--- src/rtl/sram_uart_pkg.sv ---
// sram_uart_pkg: states and frame constants shared by the SRAM-to-UART streamer.
package sram_uart_pkg;
    typedef enum logic [2:0] {
        IDLE  = 3'd0,
        FETCH = 3'd1,
        START = 3'd2,
        DATA  = 3'd3,
        STOP  = 3'd4,
        FIN   = 3'd5
    } state_e;
    localparam int FRAME_BITS  = 10;
    localparam int DATA_BITS   = 8;
    localparam int DEF_CLK_DIV = 104;
endpackage

--- src/rtl/sram_uart_streamer_if.sv ---
// sram_uart_streamer_if: control handshake plus shared SRAM read port of the streamer.
interface sram_uart_streamer_if;
    logic        start;
    logic [15:0] base_addr;
    logic [15:0] length;
    logic        busy;
    logic        done;
    logic [15:0] addr;
    logic        sram_oe;
    logic [7:0]  sram_din;
    modport master (output start, base_addr, length, sram_din, input busy, done, addr, sram_oe);
    modport slave  (input start, base_addr, length, sram_din, output busy, done, addr, sram_oe);
endinterface

--- src/rtl/uart_tx_shifter.sv ---
// uart_tx_shifter: 8N1 frame generator; one load strobe sends one byte with exact bit timing.
module uart_tx_shifter
    import sram_uart_pkg::*;
#(
    parameter int CLK_DIV = DEF_CLK_DIV
) (
    input  logic       clk,
    input  logic       rst_n,
    input  logic       load,
    input  logic [7:0] din,
    output logic       busy,
    output logic       frame_done,
    output logic       tx
);
    localparam int TW = $clog2(CLK_DIV);
    state_e        phase_q, phase_d;
    logic [TW-1:0] tmr_q, tmr_d;
    logic [7:0]    shift_q, shift_d;
    logic [2:0]    bit_q, bit_d;
    logic          tx_q, tx_d;
    logic          bit_end, last_bit;
    assign bit_end    = tmr_q == TW'(CLK_DIV - 1);
    assign last_bit   = bit_q == 3'(DATA_BITS - 1);
    assign busy       = phase_q != IDLE;
    assign frame_done = phase_q == STOP && bit_end;
    assign tx         = tx_q;
    // The timer wraps exactly when the phase or bit changes, so every entry starts at zero.
    always_comb begin
        phase_d = phase_q;
        tmr_d   = bit_end ? '0 : tmr_q + 1'b1;
        shift_d = shift_q;
        bit_d   = bit_q;
        tx_d    = tx_q;
        case (phase_q)
            START: if (bit_end) begin
                phase_d = DATA;
                tx_d    = shift_q[0];
            end
            DATA: if (bit_end) begin
                shift_d = shift_q >> 1;
                bit_d   = bit_q + 1'b1;
                tx_d    = last_bit ? 1'b1 : shift_q[1];
                phase_d = last_bit ? STOP : DATA;
            end
            STOP: if (bit_end) phase_d = IDLE;
            default: tmr_d = '0;
        endcase
        if (load) begin
            phase_d = START;
            tmr_d   = '0;
            shift_d = din;
            bit_d   = '0;
            tx_d    = 1'b0;
        end
    end
    always_ff @(posedge clk or negedge rst_n) begin
        if (!rst_n) begin
            phase_q <= IDLE;
            tmr_q   <= '0;
            shift_q <= '0;
            bit_q   <= '0;
            tx_q    <= 1'b1;
        end else begin
            phase_q <= phase_d;
            tmr_q   <= tmr_d;
            shift_q <= shift_d;
            bit_q   <= bit_d;
            tx_q    <= tx_d;
        end
    end
endmodule

--- src/rtl/sram_uart_streamer.sv ---
// sram_uart_streamer: reads a block of bytes from SRAM and sends each as an 8N1 frame on TX.
module sram_uart_streamer
    import sram_uart_pkg::*;
#(
    parameter int CLK_DIV  = DEF_CLK_DIV,
    parameter int SRAM_LAT = 1
) (
    input  logic                 clk,
    input  logic                 reset,
    sram_uart_streamer_if.slave  bus,
    output logic                 TX
);
    localparam int FW = $clog2(SRAM_LAT + 1);
    state_e        state_q, state_d;
    logic [15:0]   ptr_q, ptr_d, rem_q, rem_d, addr_q, addr_d;
    logic [FW-1:0] fcnt_q, fcnt_d;
    logic          oe_q, oe_d, busy_q, busy_d, done_q, done_d;
    logic          fetch_end, load, tx_busy, frame_done;
    assign fetch_end   = fcnt_q == FW'(SRAM_LAT - 1) && !tx_busy;
    assign load        = state_q == FETCH && fetch_end;
    assign bus.addr    = addr_q;
    assign bus.sram_oe = oe_q;
    assign bus.busy    = busy_q;
    assign bus.done    = done_q;
    // START spans the whole frame; the shifter sequences start, data and stop bits.
    always_comb begin
        state_d = state_q;
        ptr_d   = ptr_q;
        rem_d   = rem_q;
        fcnt_d  = '0;
        case (state_q)
            IDLE: if (bus.start) begin
                ptr_d   = bus.base_addr;
                rem_d   = bus.length;
                state_d = bus.length == 16'd0 ? FIN : FETCH;
            end
            FETCH: begin
                fcnt_d  = fetch_end ? '0 : fcnt_q + 1'b1;
                state_d = fetch_end ? START : FETCH;
            end
            START: if (frame_done) begin
                ptr_d   = ptr_q + 16'd1;
                rem_d   = rem_q - 16'd1;
                state_d = rem_q == 16'd1 ? FIN : FETCH;
            end
            default: state_d = IDLE;
        endcase
        addr_d = state_d == FETCH ? ptr_d : addr_q;
        oe_d   = state_d == FETCH;
        busy_d = state_d inside {FETCH, START, FIN};
        done_d = state_q == FIN;
    end
    always_ff @(posedge clk or negedge reset) begin
        if (!reset) begin
            state_q <= IDLE;
            ptr_q   <= '0;
            rem_q   <= '0;
            addr_q  <= '0;
            fcnt_q  <= '0;
            oe_q    <= 1'b0;
            busy_q  <= 1'b0;
            done_q  <= 1'b0;
        end else begin
            state_q <= state_d;
            ptr_q   <= ptr_d;
            rem_q   <= rem_d;
            addr_q  <= addr_d;
            fcnt_q  <= fcnt_d;
            oe_q    <= oe_d;
            busy_q  <= busy_d;
            done_q  <= done_d;
        end
    end
    uart_tx_shifter #(.CLK_DIV(CLK_DIV)) u_tx (
        .clk        (clk),
        .rst_n      (reset),
        .load       (load),
        .din        (bus.sram_din),
        .busy       (tx_busy),
        .frame_done (frame_done),
        .tx         (TX)
    );
endmodule

--- src/flat_wrapper.sv ---
// flat-port wrapper written by rule: the top's interface ports become plain ports
module sram_uart_streamer_flat import sram_uart_pkg::*;
#(
    parameter int CLK_DIV  = DEF_CLK_DIV,
    parameter int SRAM_LAT = 1
)
  (clk, reset, TX, bus_start, bus_base_addr, bus_length, bus_sram_din, bus_busy, bus_done, bus_addr, bus_sram_oe);
  sram_uart_streamer_if bus_i ();
  input  logic clk;
  input  logic reset;
  output logic TX;
  input wire logic [$bits(bus_i.start)-1:0] bus_start;
  input wire logic [$bits(bus_i.base_addr)-1:0] bus_base_addr;
  input wire logic [$bits(bus_i.length)-1:0] bus_length;
  input wire logic [$bits(bus_i.sram_din)-1:0] bus_sram_din;
  output wire logic [$bits(bus_i.busy)-1:0] bus_busy;
  output wire logic [$bits(bus_i.done)-1:0] bus_done;
  output wire logic [$bits(bus_i.addr)-1:0] bus_addr;
  output wire logic [$bits(bus_i.sram_oe)-1:0] bus_sram_oe;
  assign bus_i.start = bus_start;
  assign bus_i.base_addr = bus_base_addr;
  assign bus_i.length = bus_length;
  assign bus_i.sram_din = bus_sram_din;
  assign bus_busy = bus_i.busy;
  assign bus_done = bus_i.done;
  assign bus_addr = bus_i.addr;
  assign bus_sram_oe = bus_i.sram_oe;
  sram_uart_streamer #(.CLK_DIV(CLK_DIV), .SRAM_LAT(SRAM_LAT)) u_core (.clk(clk), .reset(reset), .bus(bus_i), .TX(TX));
endmodule
--- config.mk ---
export PLATFORM = sky130hd
export DESIGN_NAME = sram_uart_streamer_flat
export DESIGN_NICKNAME = d
export VERILOG_FILES = /design/src/rtl/sram_uart_pkg.sv /design/src/rtl/sram_uart_streamer_if.sv /design/src/rtl/uart_tx_shifter.sv /design/src/rtl/sram_uart_streamer.sv /design/src/flat_wrapper.sv
export SDC_FILE = /design/constraint.sdc
export NUM_CORES = 1
export LEC_CHECK = 0
export CORE_MARGIN = 3
export CORE_UTILIZATION = 28
export DETAILED_ROUTE_END_ITERATION = 7
export DONT_BUFFER_PORTS = 1
export PLACE_DENSITY = 0.52
export SYNTH_ARGS = -nofsm -noshare
export SYNTH_HDL_FRONTEND = slang
export SYNTH_SLANG_ARGS = --single-unit
--- constraint.sdc ---
create_clock -name clk -period 3 [get_ports clk]
set_input_delay 0.6 -clock clk [delete_from_list [all_inputs] [get_ports clk]]
set_output_delay 0.6 -clock clk [all_outputs]
set_load 0.02 [all_outputs]
==> out/results.tsv <==
metric	value	unit
status	finished, final reports clean	
H-tree levels	3	
largest net degree at the start of global routing	77	
chip height	128.1	µm
Sw Ratio	37.46	%
Setup CP Type	reg -> reg	
Hold Crit Class	in -> async	
complex-gate fraction of the synthesized area	15.28	%
core box area	0.01459	mm²
I/O Pins	63	
CP startpoint kind	flop	
area leader, netlist	dfrtp_1	
hold_ws	102.2	ps
detailed-route wire length per cell	18.10	µm
Crit Path Max Fanout	12	
vias in the first global route	3296	
commonest cells in the netlist	76 x dfrtp_1, 42 x nand2_1, 30 x nor2_1, 30 x o21ai_0, 24 x a21oi_1	
Clock Skew	5.134	ps
Detailed Route Iter0 Violations	326	
Worst-path clk slew	60	ps
RSZ-0062 raised after global routing	false	
sequential fraction of design power	46.3	%
via-per-instance ratio	5.481	
Final Cycle Share	82.71	%
main flop type after synthesis	dfrtp_1	
initial antenna violation count	0	
first-pass GRT wire length	17950	µm
Post-synth EDFFs	0	
Pwr per Cell Area	964.7	mW/mm²
CTS sink cnt	77	
Hold Vio Cnt, Final	0	
top-count cell post-synth	dfrtp_1	
num rows	44	
internal power	2.847	mW
clk_lat worst skew	340	ps
NetSw	1.705	mW
final setup fails	0	
metal3 WL	809	µm
Mapped Cells	431	
number of max-cap violations	0	
Fillers	1468	
Syn Nets	480	
Place WS	498.8	ps
largest family of logic cells by synthesized area	simple AND/OR/NAND/NOR gates	
Synth Area in Adders	1.797	%
worst endpoint data arrival time	2710	ps
final worst path period need	2481	ps
Final ANT Viol Nets	0	
Comb pwr share	27.6	%
area of the multi-input gates	0.002113	mm²
setup total negative slack	0	ps
nets	476	
setup slack after layout	518.6	ps
Die ar.	0.01642	mm²
DRC Markers	0	
fin. max-slew vios	0	
Post-Route WL	11150	µm
DR vias	3376	
met2 wire length	5065	µm
die span in x	128.1	µm
ys async rst share	100.0	%
Max Root-Sink Buffers	2	
storage element area	0.001928	mm²
measured slew at the worst slew-check pin	838.0	ps
CTS tree	done	
CTS Buf Count	9	
flops & latches, synth	77	
gr usage total	13.90	%
Max VDD drop	0.0004349	V
Syn Area/Cell	9.690	µm²
Worst Reg-to-Reg Cells	6	
n_diodes	0	
Synth cell types	64	
Root Driver	clkbuf_16	
post-DP HPWL	7654	µm
Top Layer Used	met4	
Synth top area share	45.54	%
Port Buffer Count	0	
Final Wtd Congestion	0.8410	
DR pass1 iterations	5	
top post-synthesis cells by area	dfrtp_1 46%, mux2_2 3.8%, nand2_1 3.8%	
PostCTS Resize Cnt	0	
xor and xnor fraction of the mapped netlist area	1.049	%
Seq/Total Area, Yosys	46.17	%
clock share of power	26.0	%
DRT met1 WL	5119	µm
Post-Syn Area	0.004177	mm²
grt total ovfl	0	
Simple-Gate Fraction of Synth Area	24.75	%
Layout area overhead	12.97	%
synth warn	0	
CP endpoint kind	flop	
relative slew slack	43.62	%
mux cell area share after synthesis	7.310	%
share of cells above drive strength 1	14.35	%
Static Leakage	1.827	nW
critical path required time	3230	ps
Starting Density	28.63	%
Max Fclk	0.4030	GHz
metal layers:
metal	up-vias	global-route usage, %
li1	1604	-
met4	0	4.432
met5	-	0
met3	12	4.417
met1	1660	19.40
met2	100	20.46
final cells by class:
| type | count | area share (%) |
|---|---|---|
| Timing Repair Buffer | 10 | 2.015 |
| Clock buffer | 10 | 5.065 |
| Clock inverter | 6 | 1.830 |
| Inverter | 7 | 0.5569 |
| Tap cell | 184 | 4.879 |
| Sequential cell | 77 | 40.86 |
| Multi-Input combinational cell | 322 | 44.79 |
stage by stage:
step                      instances  instance area (µm²)  total power [mW]  util [%]
after floorplan                 431                 4177             2.990         -
after global placement          599                 4365             3.303     29.92
after detailed placement        599                 4365             3.345     29.92
after CTS                       616                 4718             4.593     32.34
after global routing            616                 4718             4.869     32.34
final                           616                 4718             4.552     32.34
worst paths after layout:
check / start / end / slack, ps
worst min-delay path: reset / u_core.u_tx.tx$_DFFE_PN1P_ / 100
max in group asynchronous: reset / u_core.rem_q[9]$_DFFE_PN0P_ / 2500
worst max register to register: u_core.u_tx.tmr_q[0]$_DFF_PN0_ / u_core.bus.addr[8]$_DFFE_PN0P_ / 520
worst min register to register: u_core.u_tx.tmr_q[0]$_DFF_PN0_ / u_core.u_tx.tmr_q[0]$_DFF_PN0_ / 460
worst max-delay path: u_core.u_tx.tmr_q[0]$_DFF_PN0_ / u_core.bus.addr[8]$_DFFE_PN0P_ / 520
min in group clk: bus_sram_din[7] / u_core.u_tx.shift_q[7]$_DFFE_PN0P_ / 380
worst max-delay path, stage by stage, from the launching register on:
cell,delay (ps)
dfrtp_1,360
ha_1,220
nand3_1,360
nor4_2,760
a41o_1,270
o211ai_1,110
mux2_2,280
flip-flops by register name (all words and copies together), names as in the netlist, 3 cells and up:
register,cells
u_core.u_tx.tmr_q,7
u_core.bus.addr,16
u_core.u_tx.shift_q,8
u_core.u_tx.bit_q,3
u_core.rem_q,16
u_core.u_tx.phase_q,3
u_core.ptr_q,16
u_core.state_q,3
logic make-up (layout without fill, tap and decap cells):
| kind of cell | count (synthesis) | after routing |
|---|---|---|
| XOR/XNOR | 5 | 5 |
| adder cells (fa/ha/maj) | 6 | 6 |
| AND/OR/NAND/NOR | 183 | 183 |
| buffers and inverters | 32 | 33 |
| flip-flops | 77 | 77 |
| AO/OA/AOI/OAI | 100 | 100 |
| multiplexers | 28 | 28 |
placed cells by master (no fill, tap or decap), types with 5 or more instances in the layout:
master / n
nor2_1: 30
ha_1: 6
dfrtp_1: 76
o22ai_1: 13
nand4_1: 9
or3_1: 5
nand3_1: 16
mux2i_1: 11
inv_1: 7
buf_4: 9
nor3_1: 16
and3_1: 5
nor4_1: 12
a21oi_1: 24
o21ai_0: 30
clkbuf_16: 9
nor3b_1: 5
o211ai_1: 6
and2_1: 5
nor4_2: 5
nand2_1: 42
mux2_2: 14
timing repair:
| action | in CTS | in global routing |
|---|---|---|
| endpoints found under the hold margin | 76 | 0 |
| hold buffers | 1 | 0 |
| buffers inserted | 0 | 0 |
| setup endpoints to repair | 0 | 0 |
power groups by stage:
stage	combinational (mW)	sequential (mW)	clock (mW)
finish	1.26	2.11	1.19
CTS	1.27	2.10	1.23
detailed placement	1.23	2.11	0
global placement	1.20	2.11	0
floorplan	1.04	1.95	0
global route	1.42	2.18	1.27
Note: power is estimated with default switching activity, not from simulation.
